## src/rtl/stream_rr_arbiter.sv

```systemverilog
// stream_rr_arbiter
// -----------------
// Round-robin N:1 arbiter that shares one downstream stream channel among
// NUM_PORTS first-word fall-through FIFO read sides. Each grant is a burst of
// up to MAX_BURST words. Output write/data/id are registered.
//
// Handshake semantics (one place for all of them):
//   upstream   : a word moves out of port k in a cycle where
//                in_empty_n[k] & in_read[k] is high at the rising clk edge;
//                in_dout[k] is the head word and is valid whenever
//                in_empty_n[k] is high (FWFT).
//   downstream : out_full_n is sampled in the pop cycle; a word is accepted
//                on every cycle out_write is high (the downstream guarantees
//                room for at least one write after dropping out_full_n).
//
// Ports:
//   clk         sole clock, rising edge
//   reset_n     asynchronous active-low reset
//   in_empty_n  per-port "data valid"
//   in_read     per-port pop strobe, one-hot or zero
//   in_dout     per-port head words, port k at [k*DATA_WIDTH +: DATA_WIDTH]
//   out_full_n  downstream space available
//   out_write   registered write strobe
//   out_din     registered write data
//   out_id      registered source port of out_din
//   busy        high while a port holds the grant
//   dbg_state   current FSM state (0 = IDLE, 1 = GRANT)
//   dbg_ptr     current highest-priority port
module stream_rr_arbiter #(
  parameter int NUM_PORTS  = 4,
  parameter int DATA_WIDTH = 32,
  parameter int MAX_BURST  = 8,
  localparam int ID_WIDTH  = $clog2(NUM_PORTS),
  localparam int CNT_WIDTH = $clog2(MAX_BURST + 1)
) (
  input  logic                            clk,
  input  logic                            reset_n,
  input  logic [NUM_PORTS-1:0]            in_empty_n,
  output logic [NUM_PORTS-1:0]            in_read,
  input  logic [NUM_PORTS*DATA_WIDTH-1:0] in_dout,
  input  logic                            out_full_n,
  output logic                            out_write,
  output logic [DATA_WIDTH-1:0]           out_din,
  output logic [ID_WIDTH-1:0]             out_id,
  output logic                            busy,
  output logic                            dbg_state,
  output logic [ID_WIDTH-1:0]             dbg_ptr
);

  typedef enum logic {
    IDLE  = 1'b0,
    GRANT = 1'b1
  } state_t;

  state_t               state, state_d;
  logic [ID_WIDTH-1:0]  ptr, ptr_d;
  logic [ID_WIDTH-1:0]  gnt, gnt_d;
  logic [CNT_WIDTH-1:0] cnt, cnt_d;

  logic [ID_WIDTH-1:0]  sel;
  logic                 sel_valid;
  logic [ID_WIDTH-1:0]  gnt_inc;
  logic                 pop;
  logic                 cnt_last;

  // Scan ptr, ptr+1, ... modulo NUM_PORTS. Walking the offsets from highest
  // to lowest lets the closest requester overwrite any farther one.
  always_comb begin : pick
    int                  idx;
    logic [ID_WIDTH-1:0] idx_w;
    idx       = 0;
    idx_w     = '0;
    sel       = '0;
    sel_valid = 1'b0;
    for (int i = NUM_PORTS - 1; i >= 0; i--) begin
      idx = int'(ptr) + i;
      if (idx >= NUM_PORTS) idx = idx - NUM_PORTS;
      idx_w = ID_WIDTH'(idx);
      if (in_empty_n[idx_w]) begin
        sel       = idx_w;
        sel_valid = 1'b1;
      end
    end
  end

  // Explicit wrap so non-power-of-two port counts return to 0.
  assign gnt_inc  = (gnt == ID_WIDTH'(NUM_PORTS - 1)) ? '0 : gnt + ID_WIDTH'(1);
  assign pop      = (state == GRANT) & in_empty_n[gnt] & out_full_n;
  assign cnt_last = (cnt == CNT_WIDTH'(MAX_BURST - 1));

  // Pop strobe is decoded from state and the granted port's valid/full only,
  // so there is no combinational path from in_dout.
  always_comb begin
    in_read = '0;
    if (state == GRANT) in_read[gnt] = in_empty_n[gnt] & out_full_n;
  end

  always_comb begin
    state_d = state;
    ptr_d   = ptr;
    gnt_d   = gnt;
    cnt_d   = cnt;
    case (state)
      IDLE: begin
        if (sel_valid) begin
          state_d = GRANT;
          gnt_d   = sel;
          cnt_d   = '0;
        end
      end
      GRANT: begin
        if (pop) begin
          cnt_d = cnt + CNT_WIDTH'(1);
          if (cnt_last) begin
            state_d = IDLE;
            ptr_d   = gnt_inc;
          end
        end else if (!in_empty_n[gnt]) begin
          // Port drained: release early. Backpressure alone never releases.
          state_d = IDLE;
          ptr_d   = gnt_inc;
        end
      end
      default: state_d = IDLE;
    endcase
  end

  always_ff @(posedge clk or negedge reset_n) begin
    if (!reset_n) begin
      state <= IDLE;
      ptr   <= '0;
      gnt   <= '0;
      cnt   <= '0;
    end else begin
      state <= state_d;
      ptr   <= ptr_d;
      gnt   <= gnt_d;
      cnt   <= cnt_d;
    end
  end

  always_ff @(posedge clk or negedge reset_n) begin
    if (!reset_n) begin
      out_write <= 1'b0;
      out_din   <= '0;
      out_id    <= '0;
    end else begin
      out_write <= pop;
      if (pop) begin
        out_din <= in_dout[int'(gnt)*DATA_WIDTH +: DATA_WIDTH];
        out_id  <= gnt;
      end
    end
  end

  assign busy      = (state == GRANT);
  assign dbg_state = state;
  assign dbg_ptr   = ptr;

endmodule

```

## config.mk

```make
export PLATFORM = sky130hd
export DESIGN_NAME = stream_rr_arbiter
export DESIGN_NICKNAME = d
export VERILOG_FILES = /design/src/rtl/stream_rr_arbiter.sv
export SDC_FILE = /design/constraint.sdc
export NUM_CORES = 1
export LEC_CHECK = 0
export ABC_CLOCK_PERIOD_IN_PS = 2300
export BUFFER_PORTS_ARGS = -buffer_cell sky130_fd_sc_hd__buf_2
export CAP_MARGIN = 20
export CELL_PAD_IN_SITES_DETAIL_PLACEMENT = 1
export CELL_PAD_IN_SITES_GLOBAL_PLACEMENT = 1
export CORE_UTILIZATION = 32
export DETAILED_ROUTE_END_ITERATION = 6
export GPL_ROUTABILITY_DRIVEN = 0
export PLACE_DENSITY_LB_ADDON = 0.1
export SYNTH_ARGS = -nofsm -noshare
export SYNTH_HDL_FRONTEND = slang
export SYNTH_SLANG_ARGS = --single-unit
```

## constraint.sdc

```tcl
create_clock -name clk -period 2.3 [get_ports clk]
set_clock_uncertainty 0.2 [all_clocks]
set_input_delay 0.115 -clock clk [delete_from_list [all_inputs] [get_ports clk]]
set_output_delay 0.115 -clock clk [all_outputs]
set_load 0.02 [all_outputs]
```

# Word level (Yosys, flattened, before mapping)
# Cells that the tools add are included.
# word_totals
ff_bits,44
input_bits,135
output_inout_bits,43
word_cells,79
# classes
addsub,9
magnitude_cmp,10
n_eq_ne,6
n_shift,1
muxes,37
bitwise_logic,5
n_reduce_logical,4
# ops
op,count
indexed part select 128 x 8 -> 32 bit,1
2-to-1 mux 2 bit,12
< comparator 2 x 3 -> 1 bit (second input constant),5
2-to-1 mux 1 bit,14
2-to-1 mux 4 bit,3
binary-select mux 1 bit (select 2 bit),5
>= comparator 3 bit (second input constant),3
one-hot mux 4 bit (2 select lines),1
subtractor 2 x 1 -> 2 bit (second input constant),4
adder 2 x 2 -> 3 bit (second input constant),2
adder 4 x 1 -> 4 bit (second input constant),1
bitwise AND 4 bit,1
== test 4 x 3 -> 1 bit (second input constant),1
!= test 2 x 1 -> 1 bit (second input constant),2
!= test 2 bit (second input constant),2
AND reduction 2 bit,2
adder 2 x 1 -> 3 bit (second input constant),1
bitwise AND 1 bit,3
>= comparator 2 x 3 -> 1 bit (second input constant),1
AND reduction 3 bit,1
adder 2 x 1 -> 2 bit (second input constant),1
demux 1 bit (select 2 bit),1
== test 2 bit (second input constant),1
>= comparator 2 x 1 -> 1 bit (second input constant),1
3 further kinds,3

# Longest topological paths before layout
# Gate-level depths: netlist of run 1.
# depth
depth_word,11
ltp_mapped,6
mapped_depth_nobuf,5

# Worst setup path before layout of run 1
# No wires, ideal clock.
# synth_path
path_kind,reg-to-reg
start,register gnt[0]
end,register out_din[13]
setup_ns,0.125
arrival_time_ns,1.625
required_ns,1.975
setup_slack_ns,0.350
path_stages_with_launch,5
n_path_buf,2
synth_period_minus_slack_ns,1.950
cell_sequence,dfrtp_1 > buf_6 > buf_2 > mux4_2 > mux2_2
# synth_between
elab_chain_cells,4
word_cells_on_any_way,5
cone_classes,shift (1); mux (2); bitwise (2)
# synth_rtl
element,line,rtl
start: declaration,57,"logic [ID_WIDTH-1:0] gnt, gnt_d;"
start signal: assignment,137,gnt <= gnt_d;
"parallel branches: the longest is 4 deep, another holds indexed part select 128 x 8 -> 32 bit",-,
end signal: assignment,150,out_din <= in_dout[int'(gnt)*DATA_WIDTH +: DATA_WIDTH];
end: declaration,43,"output logic [DATA_WIDTH-1:0] out_din,"
# Parallel ways; which one is timed is not known. The select of a mux whose other input is x is not followed.
# A chain may end at the register's enable or synchronous reset.

# Worst setup path after layout of run 1
# layout_path
start,input port in_empty_n[0]
end,output port in_read[0]
# layout_between
elab_chain_cells,5
# layout_rtl
element,line,rtl
start: declaration,38,"input logic [NUM_PORTS-1:0] in_empty_n,"
binary-select mux 1 bit (select 2 bit),95,if (state == GRANT) in_read[gnt] = in_empty_n[gnt] & out_full_n;
2-to-1 mux 1 bit (not written as such),95,
bitwise AND 1 bit,95,
bitwise AND 4 bit (no line),-,
2-to-1 mux 4 bit,95,
end: declaration,39,"output logic [NUM_PORTS-1:0] in_read,"
# Every way passes these cells. The select of a mux whose other input is x is not followed.

==> results of run 1 <==
per-layer routing:
metal | track usage | wire length [um] | up-vias
met2 | 0.3382 | 4086 | 98
met3 | 0.03740 | 486 | 6
li1 | - | - | 1047
met1 | 0.2262 | 3146 | 1157
met5 | 0 | 0 | -
met4 | 0.04231 | 67 | 0
registers in the layout (all words and copies together), names as in the netlist:
| name | count |
|---|---|
| busy | 1 |
| out_id | 2 |
| gnt | 2 |
| cnt | 4 |
| dbg_ptr | 2 |
| out_din | 32 |
| out_write | 1 |
area by class of cell:
cell class | instances | area [sq um]
Sequential cell | 44 | 1104
Clock inverter | 2 | 35.03
Fill cell | 930 | 4347
Inverter | 3 | 11.26
Clock buffer | 6 | 72.57
Multi-Input combinational cell | 115 | 1469
Tap cell | 105 | 131.4
Timing Repair Buffer | 187 | 1006
kinds of logic (layout without fill, tap and decap cells):
kind of cell,after synthesis,after routing,synth area share
compound gates,13,13,0.03587
flops,44,44,0.4099
mux,74,74,0.4415
fa+ha+maj,5,5,0.02329
simple gates,23,23,0.04611
buf+inv,16,198,0.04332
metrics by stage:
stage | util | worst slack (ns) | instance area [sq um]
finish | 0.4683 | 0.1698 | 3829
global route | 0.4683 | 0.07556 | 3829
CTS | 0.4683 | 0.1633 | 3829
detailed placement | 0.4515 | 0.4245 | 3691
global placement | 0.4515 | 0.4696 | 3691
floorplan | - | 0.3499 | 2686
final timing paths:
kind	start	to	slack, ns	cells after the start
hold / removal	in_empty_n[1]	busy$_DFF_PN0_	0.02	3
min in group asynchronous	reset_n	out_din[23]$_DFFE_PN0P_	0.13	2
hold reg to reg	cnt[3]$_DFFE_PN0P_	cnt[3]$_DFFE_PN0P_	0.30	1
setup / recovery	in_empty_n[0]	in_read[0]	0.17	7
setup reg to reg	dbg_ptr[1]$_DFFE_PN0P_	gnt[1]$_DFFE_PN0P_	0.36	4
max in group asynchronous	reset_n	out_din[14]$_DFFE_PN0P_	1.26	3
power by group:
part	leakage, nW	internal [mW]	switching (mW)
Sequential	0.526	1.15	0.216
Combinational	1.25	1.41	1.40
Clock	0.0552	0.323	0.266
cells in the final DEF, fill, tap and decap left out, types with 4 or more instances in the layout:
cell type / count
buf_2: 177
dfrtp_1: 42
mux2_2: 36
mux4_2: 32
nand2_1: 7
mux2i_1: 6
o21ai_0: 6
and2_1: 5
ha_1: 5
clkbuf_8: 5
buf_4: 4
tightest hold or removal path: stages:
cell and delay (ns):
buf_2 0.12, or4_1 0.14, o21a_1 0.11
==> implementation parameters, run 1 <==
Parameter                              Value

Drt
  Final wirelength ... 7787 um
  Vias per cell ... 4.996
  Iteration-0 DRC count of the detailed router ... 47
  Antenna Nets Post-Route ... 0
  Detailed-route wire length per cell ... 16.85 um
  Routed via count ... 2308
  DRC Markers ... 0
  Router iterations before antenna repair ... 4

Layout
  Nets ... 496
  Ratio of cells with drive above 1 in the final layout ... 0.7339
  Number of inserted diodes ... 0
  Area growth from synthesis to layout ... 42.52%
  Finished Layout Cells ... 462

Timing
  Unrepaired setup endpoints after global routing ... false
  Worst max-slew margin expressed relative to the limit ... 0.6532
  Pins over their slew limit ... 0
  Slew at the pin with the worst max-slew slack ... 0.5203 ns
  Post-route setup TNS ... 0 ns
  Final period utilization ... 0.9262
  Final Hold Vio Count ... 0
  Post-route worst hold slack ... 0.01719 ns
  Count of endpoints failing setup in the final report ... 0
  Max Freq ... 469.4 MHz
  Crit path time final ... 2.130 ns

Outcome
  Run status ... complete, no violations

Synth
  Number of nets in the synthesized netlist ... 315
  Sequential element share of the synthesized area ... 0.4099
  Gate Count Post-Synth ... 175
  Seq cells post-synth ... 44
  Post-synthesis area per instance ... 15.35 sq um
  Post-Syn Area ... 0.002686 sq mm
  Cell types with the largest area share after synthesis ... dfrtp_1 (41%), mux4_2 (27%), mux2_2 (15%), ha_1 (2.3%), mux2i_1 (2.2%)
  Most used standard cell by instance count after synthesis ... dfrtp_1
  EDFF count, synth ... 0
  Library cell occupying the most area in the post-synthesis netlist ... dfrtp_1
  Count of unique library cells instantiated by Yosys ... 29
  Fraction of synthesized cell area taken by the top area cell type ... 0.4099
  Number of warnings printed during yosys synthesis ... 0
  Ranking of synthesized cells by instance count ... dfrtp_1 (44), mux2_2 (36), mux4_2 (32)
  Primary flip-flop cell chosen by synthesis mapping ... dfrtp_1
  Async set or reset register ratio after synthesis ... 1.000

Setup path
  Cell with the largest stage delay on the worst path ... dlygate4sd3_1
  Kind of cell adding the most delay to the critical path ... buffers and inverters
  Most repeated library cell on the critical path ... buf_2
  Longest individual stage delay on the worst path ... 0.53 ns
  Critical-path cell list ... dlygate4sd3_1 > buf_2 > mux2i_1 > o22ai_4 > buf_12 > and2_1 > buf_2
  Critical path type ... input pin to output pin
  Critical path data arrival time ... 1.82 ns
  Category of the worst setup path launch point ... input pin
  Worst path bufs/invs ... 4
  Required time of the critical path ... 1.99 ns
  Critical path capture point type ... output pin
  Largest driver fanout on the critical path ... 30

Global route
  Remaining global-route overflow ... 0
  Number of antenna violations at the first check in global routing ... 0
  Number of global-route vias before repair ... 2433
  Total routing resource utilization after global routing ... 0.1863
  Maximum number of pins on one net before global-route repair ... 33
  Wire length of the first global-routing pass ... 12340 um

Clock network
  Clock transition at path regs ... 0.08 ns
  CTS tree ... yes
  Count of H-tree levels built during CTS ... 2
  Count of clock tree sinks ... 44
  Hold-fix buffers, CTS ... 3
  Max Buffers Root-to-Sink ... 2
  Clock buffer count from CTS ... 5
  Setup bufs post-CTS ... 0
  Worst-skew pair later-pin latency ... 0.29 ns
  Number of instances resized during post-cts repair ... 0
  CTS Root Cell ... clkbuf_8

Floorplan
  Vertical extent of the die ... 93.62 um
  Die area ... 0.008765 sq mm
  Placeable core region ... 0.008175 sq mm
  IO Pins ... 178
  # rows ... 33
  Starting Density ... 0.3286
  Chip Width ... 93.62 um

Pwr
  Power per cell area ... 1246 mW/mm^2
  Worst voltage drop across the vdd grid ... 485.4 uV
  Total leakage power ... 1.831 nW
  Total power after layout ... 4.772 mW

Hold path
  Hold WC Path Type ... input pin to flip-flop

Placement
  Post-DP HPWL ... 6231 um
  IO buf count ... 177
  Number of cells after detailed placement ... 451

Run
  Number of max-cap violations ... 0
(Power assumes the default switching activity.)
==> run 2, diff against run 1 <==
--- a/config.mk
+++ b/config.mk
@@ -5,7 +5,7 @@
 export SDC_FILE = /design/constraint.sdc
 export NUM_CORES = 1
 export LEC_CHECK = 0
-export ABC_CLOCK_PERIOD_IN_PS = 2300
+export ABC_CLOCK_PERIOD_IN_PS = 2050
 export BUFFER_PORTS_ARGS = -buffer_cell sky130_fd_sc_hd__buf_2
 export CAP_MARGIN = 20
 export CELL_PAD_IN_SITES_DETAIL_PLACEMENT = 1
==> constraint.sdc (replaced) <==
create_clock -name clk -period 2.05 [get_ports clk]
set_clock_uncertainty 0.2 [all_clocks]
set_input_delay 0.1025 -clock clk [delete_from_list [all_inputs] [get_ports clk]]
set_output_delay 0.1025 -clock clk [all_outputs]
set_load 0.02 [all_outputs]
==> implementation parameters, run 2 (synthesis results as in run 1) <==
Parameter                              Value

Outcome
  Run status ... complete, no violations

Floorplan
  Placeable core region ... 0.008175 sq mm
  IO Pins ... 178
  Starting Density ... 0.3286
  Die area ... 0.008765 sq mm
  # rows ... 33
  Chip Width ... 93.62 um
  Vertical extent of the die ... 93.62 um

Placement
  Number of cells after detailed placement ... 452
  Post-DP HPWL ... 5975 um
  IO buf count ... 177

Global route
  Remaining global-route overflow ... 0
  Wire length of the first global-routing pass ... 11910 um
  Number of global-route vias before repair ... 2289
  Maximum number of pins on one net before global-route repair ... 45
  Total routing resource utilization after global routing ... 0.1790
  Number of antenna violations at the first check in global routing ... 0

Clock network
  CTS tree ... yes
  Max Buffers Root-to-Sink ... 2
  Count of H-tree levels built during CTS ... 2
  Clock buffer count from CTS ... 5
  CTS Root Cell ... clkbuf_8
  Count of clock tree sinks ... 44
  Worst-skew pair later-pin latency ... 0.30 ns
  Clock transition at path regs ... 0.08 ns

Layout
  Largest Register ... out_din
  Nets ... 500
  Most common cell after layout, fill and taps aside ... buf_2
  Top flop regs ... out_din: 32 flops, cnt: 4 flops
  Flip-flop count of the largest register, all copies and words added ... 32
  Finished Layout Cells ... 466
  Ratio of cells with drive above 1 in the final layout ... 0.7479
  Most frequent cells in the layout ... buf_2 (176), dfrtp_1 (41), mux2_2 (36)
  Area growth from synthesis to layout ... 46.67%
  Number of inserted diodes ... 0
  Fill cell instance count of the final layout ... 899

Drt
  Detailed-route wire length per cell ... 17.06 um
  Antenna Nets Post-Route ... 0
  Routed via count ... 2305
  Vias per cell ... 4.946
  Router iterations before antenna repair ... 4
  Iteration-0 DRC count of the detailed router ... 41
  Final wirelength ... 7952 um
  DRC Markers ... 0

Pwr
  Power per cell area ... 1419 mW/mm^2
  Worst voltage drop across the vdd grid ... 625.5 uV
  Total power after layout ... 5.589 mW
  Total leakage power ... 1.875 nW

Timing
  Count of endpoints failing setup in the final report ... 0
  Max Freq ... 500.5 MHz
  Pins over their slew limit ... 0
  Post-route worst hold slack ... 0.03434 ns
  Final Hold Vio Count ... 0
  Crit path time final ... 1.998 ns
  Slew at the pin with the worst max-slew slack ... 0.5629 ns
  Final period utilization ... 0.9747
  Worst max-slew margin expressed relative to the limit ... 0.6247

Hold path
  Hold WC Path Type ... input pin to flip-flop

Setup path
  Required time of the critical path ... 1.75 ns
  Critical path capture point type ... output pin
  Category of the worst setup path launch point ... flip-flop
  Critical path type ... flip-flop to output pin
  Critical path data arrival time ... 1.70 ns
  Largest driver fanout on the critical path ... 11

Run
  Number of max-cap violations ... 0
==> run 2: cell count changes in the layout (fill, tap and decap cells not counted), moves of 2 or more <==
cell and delta:
buf_4 +3, clkbuf_8 +2, mux2i_4 +2, mux2i_1 -2
==> run 2: repair_timing <==
action,in CTS,in global routing
pin swaps,0,1
endpoints found under the hold margin,45,0
gates cloned,1,1
endpoints found under the setup margin,4,4
gates resized for setup,2,5
hold buffers,3,0
setup buffers,0,1
==> run 2: path summary, 6_finish.rpt <==
path	cells past startpoint	end	from	slack, ns
setup / recovery	5	in_read[3]	gnt[1]$_DFFE_PN0P_	0.05
hold / removal	3	out_id[0]$_DFFE_PN0P_	out_full_n	0.03
setup reg to reg	4	out_din[26]$_DFFE_PN0P_	gnt[1]$_DFFE_PN0P_	0.11
hold reg to reg	1	out_din[13]$_DFFE_PN0P_	out_din[13]$_DFFE_PN0P_	0.30
max in group asynchronous	3	busy$_DFF_PN0_	reset_n	1.02
min in group asynchronous	3	out_din[20]$_DFFE_PN0P_	reset_n	0.21
==> run 2: metrics by stage <==
stage	instance area [sq um]	TNS (ns)	setup slack (ns)	utilization
finish	3940	0	0.05181	0.4819
detailed placement	3686	0	0.2231	0.4509
global route	3940	-0.03842	-0.01598	0.4819
CTS	3882	0	0.01974	0.4749
floorplan	2686	0	0.09985	-
global placement	3686	0	0.2425	0.4509
==> run 2: critical path: stages, from the launching register on <==
cell,delay (ns)
dfrtp_2,0.47
mux2i_4,0.32
o22ai_4,0.13
buf_12,0.17
and2_1,0.16
buf_4,0.15
==> run 2: layout make-up <==
type | instances | area [sq um] | area share
Clock buffer | 7 | 96.34 | 0.02445
Clock inverter | 1 | 30.03 | 0.007621
Inverter | 3 | 11.26 | 0.002858
Multi-Input combinational cell | 115 | 1494 | 0.3792
Sequential cell | 44 | 1105 | 0.2804
Tap cell | 105 | 131.4 | 0.03334
Timing Repair Buffer | 191 | 1072 | 0.2722
==> run 2: power by group <==
group / switching, mW / internal [mW]
sequential: 0.269 / 1.30
combinational: 1.58 / 1.71
clock: 0.304 / 0.430
total: 2.15 / 3.44
==> run 2: metal layers <==
layer / up-vias / global-route usage / wire length (um)
li1: 1058 / - / -
met1: 1145 / 0.2182 / 3106
met2: 96 / 0.3217 / 4217
met3: 6 / 0.04228 / 575
met4: 0 / 0.03590 / 53
met5: - / 0 / 0
==> run 3, diff against run 2 <==
--- a/config.mk
+++ b/config.mk
@@ -5,12 +5,13 @@
 export SDC_FILE = /design/constraint.sdc
 export NUM_CORES = 1
 export LEC_CHECK = 0
+export ABC_AREA = 1
 export ABC_CLOCK_PERIOD_IN_PS = 2050
 export BUFFER_PORTS_ARGS = -buffer_cell sky130_fd_sc_hd__buf_2
 export CAP_MARGIN = 20
 export CELL_PAD_IN_SITES_DETAIL_PLACEMENT = 1
 export CELL_PAD_IN_SITES_GLOBAL_PLACEMENT = 1
-export CORE_UTILIZATION = 32
+export CORE_UTILIZATION = 28
 export DETAILED_ROUTE_END_ITERATION = 6
 export GPL_ROUTABILITY_DRIVEN = 0
 export PLACE_DENSITY_LB_ADDON = 0.1
==> implementation parameters, run 3 <==
Parameter                              Value

Drt
  Routed via count ... 3641
  Final wirelength ... 11120 um
  Vias per cell ... 4.759
  Antenna Nets Post-Route ... 0
  DRC Markers ... 0
  Iteration-0 DRC count of the detailed router ... 121
  Router iterations before antenna repair ... 4
  Detailed-route wire length per cell ... 14.54 um

Global route
  Number of antenna violations at the first check in global routing ... 0
  Total routing resource utilization after global routing ... 0.2135
  Maximum number of pins on one net before global-route repair ... 68
  Wire length of the first global-routing pass ... 18850 um
  Number of global-route vias before repair ... 3842
  Remaining global-route overflow ... 0

Synth
  Gate Count Post-Synth ... 445
  EDFF count, synth ... 0
  Post-synthesis area per instance ... 6.523 sq um
  Count of unique library cells instantiated by Yosys ... 21
  Number of nets in the synthesized netlist ... 585
  Number of warnings printed during yosys synthesis ... 0
  Sequential element share of the synthesized area ... 0.3793
  Most used standard cell by instance count after synthesis ... nand2_1
  Library cell occupying the most area in the post-synthesis netlist ... dfrtp_1
  Fraction of synthesized cell area taken by the top area cell type ... 0.3793
  Ranking of synthesized cells by instance count ... nand2_1 (157), nor2_1 (79), o21ai_0 (68)
  Primary flip-flop cell chosen by synthesis mapping ... dfrtp_1
  Seq cells post-synth ... 44
  Post-Syn Area ... 0.002903 sq mm
  Cell types with the largest area share after synthesis ... dfrtp_1 (38%), nand2_1 (20%), o21ai_0 (12%), nor2_1 (10%), o22ai_1 (6.9%)
  Async set or reset register ratio after synthesis ... 1.000

Timing
  Final period utilization ... 0.9342
  Minimum setup slack in the final design ... 0.1348 ns
  Pins over their slew limit ... 0
  Worst max-slew margin expressed relative to the limit ... 0.6943
  Crit path time final ... 1.915 ns
  Post-route setup TNS ... 0 ns
  Slew at the pin with the worst max-slew slack ... 0.4586 ns
  Final Hold Vio Count ... 2
  Post-route worst hold slack ... -0.0003771 ns
  Max Freq ... 522.1 MHz
  Unrepaired setup endpoints after global routing ... false
  Count of endpoints failing setup in the final report ... 0

Pwr
  Total power after layout ... 5.789 mW
  Power per cell area ... 1384 mW/mm^2
  Worst voltage drop across the vdd grid ... 439.6 uV
  Total leakage power ... 2.298 nW

Setup path
  Required time of the critical path ... 1.75 ns
  Number of cells traversed by the worst register-to-register path ... 8
  Category of the worst setup path launch point ... flip-flop
  Register-to-Register Setup Slack ... 0.15 ns
  Critical path capture point type ... output pin
  Reg-to-Reg Start ... gnt[0]$_DFFE_PN0P_
  Critical path type ... flip-flop to output pin
  Terminus of the critical flop-to-flop path ... cnt[0]$_DFFE_PN0P_
  Critical path data arrival time ... 1.61 ns
  Largest driver fanout on the critical path ... 8

Floorplan
  # rows ... 36
  Chip Width ... 103.8 um
  Placeable core region ... 0.009910 sq mm
  Vertical extent of the die ... 103.8 um
  Starting Density ... 0.2929
  IO Pins ... 178
  Die area ... 0.01078 sq mm

Placement
  IO buf count ... 177
  Post-DP HPWL ... 8397 um
  DP Worst Slack ... 0.1616 ns
  Number of cells after detailed placement ... 737
  Placed cell area ... 0.003885 sq mm

Run
  Number of max-cap violations ... 0

Layout
  Finished Layout Cells ... 765
  Area growth from synthesis to layout ... 44.14%
  Flip-flop count of the largest register, all copies and words added ... 32
  Nets ... 771
  Most common cell after layout, fill and taps aside ... buf_2
  Top flop regs ... out_din: 32 flops, cnt: 4 flops
  Number of inserted diodes ... 0
  End-of-flow core utilization ... 0.4222
  Ratio of cells with drive above 1 in the final layout ... 0.3275
  Most frequent cells in the layout ... buf_2 (176), nand2_1 (157), nor2_1 (78)
  Largest Register ... out_din
  Post-route standard cell area excluding fillers ... 0.004184 sq mm

Hold path
  Hold WC Path Type ... input pin to flip-flop
  Hold path startpoint ... in_dout[21]
  Worst Hold Path Cells ... 5
  Hold path endpoint ... out_din[21]$_DFFE_PN0P_

Clock network
  CTS Root Cell ... clkbuf_8
  Clock buffer count from CTS ... 5
  Clock transition at path regs ... 0.09 ns
  Count of clock tree sinks ... 44
  Worst-skew pair later-pin latency ... 0.30 ns
  CTS tree ... yes
  Max Buffers Root-to-Sink ... 2
  Count of H-tree levels built during CTS ... 2

Outcome
  Failing checks ... hold timing
  Run status ... finished, violations left
run 3: changes by cell type after synthesis, sizes merged, moves of 5 or more:
| cell | change |
|---|---|
| nand3 | +7 |
| buf | +8 |
| and2 | -5 |
| mux4 | -32 |
| inv | +13 |
| o22ai | +31 |
| mux2 | -36 |
| nor2 | +77 |
| clkbuf | +8 |
| mux2i | -6 |
| o21ai | +65 |
| nand2 | +151 |
run 3: metal layers:
metal | up-vias | share of wire | wire length [um] | track usage
met5 | - | 0 | 0 | 0
met4 | 0 | 0.0095 | 106 | 0.04082
met3 | 7 | 0.053 | 584 | 0.04531
met2 | 101 | 0.51 | 5695 | 0.3843
met1 | 1717 | 0.43 | 4737 | 0.2616
li1 | 1816 | - | - | -
run 3: worst max path at each step:
| stage | from | endpoint | slack [ns] | depth (start not counted) |
|---|---|---|---|---|
| 2_1_floorplan | gnt[0]$_DFFE_PN0P_ | in_read[0] | 0.31 | 7 |
| 5_1_grt | gnt[1]$_DFFE_PN0P_ | in_read[0] | 0.009 | 6 |
| 3_5_place_dp | gnt[0]$_DFFE_PN0P_ | out_din[12]$_DFFE_PN0P_ | 0.16 | 7 |
| 3_3_place_gp | dbg_ptr[0]$_DFFE_PN0P_ | gnt[0]$_DFFE_PN0P_ | 0.23 | 10 |
| 6_report | gnt[0]$_DFFE_PN0P_ | in_read[2] | 0.13 | 6 |
| 4_1_cts | gnt[0]$_DFFE_PN0P_ | in_read[1] | 0.01 | 6 |
run 3: cell type report:
class,count,area [sq um]
Inverter,16,62.56
Tap cell,133,166.4
Sequential cell,44,1104
Clock inverter,1,5.005
Fill cell,1370,5725
Timing Repair Buffer,207,1172
Multi-Input combinational cell,357,1598
Clock buffer,7,76.32
run 3: power breakdown:
group	switching [mW]	internal [mW]
logic	2.44	1.27
registers	0.283	1.26
clock network	0.292	0.240
total	3.01	2.78
run 3: critical path, stage by stage, from the launching register on:
cell and delay [ns]:
dfrtp_2 0.45, inv_2 0.10, nor2_1 0.06, o21ai_2 0.20, nand3_4 0.20, nor2_1 0.13
buf_2 0.17
run 3: kinds of logic (layout without fill, tap and decap cells):
kind of cell,Yosys count,after routing,share of synthesized area
adders and majority gates,5,5,0.02155
buffers and inverters,45,231,0.07457
AOI/OAI and AO/OA,103,103,0.1927
and+or+nand+nor,248,249,0.3319
DFF,44,44,0.3793
run 3: repair_timing:
action                                 4_1_cts  5_1_grt
buffers inserted                             0        3
setup endpoints to repair                    2       10
endpoints found under the hold margin       54        0
resized for setup                            1        8
hold buffers                                16        0
cloned                                       0        1
pin swaps                                    0        2
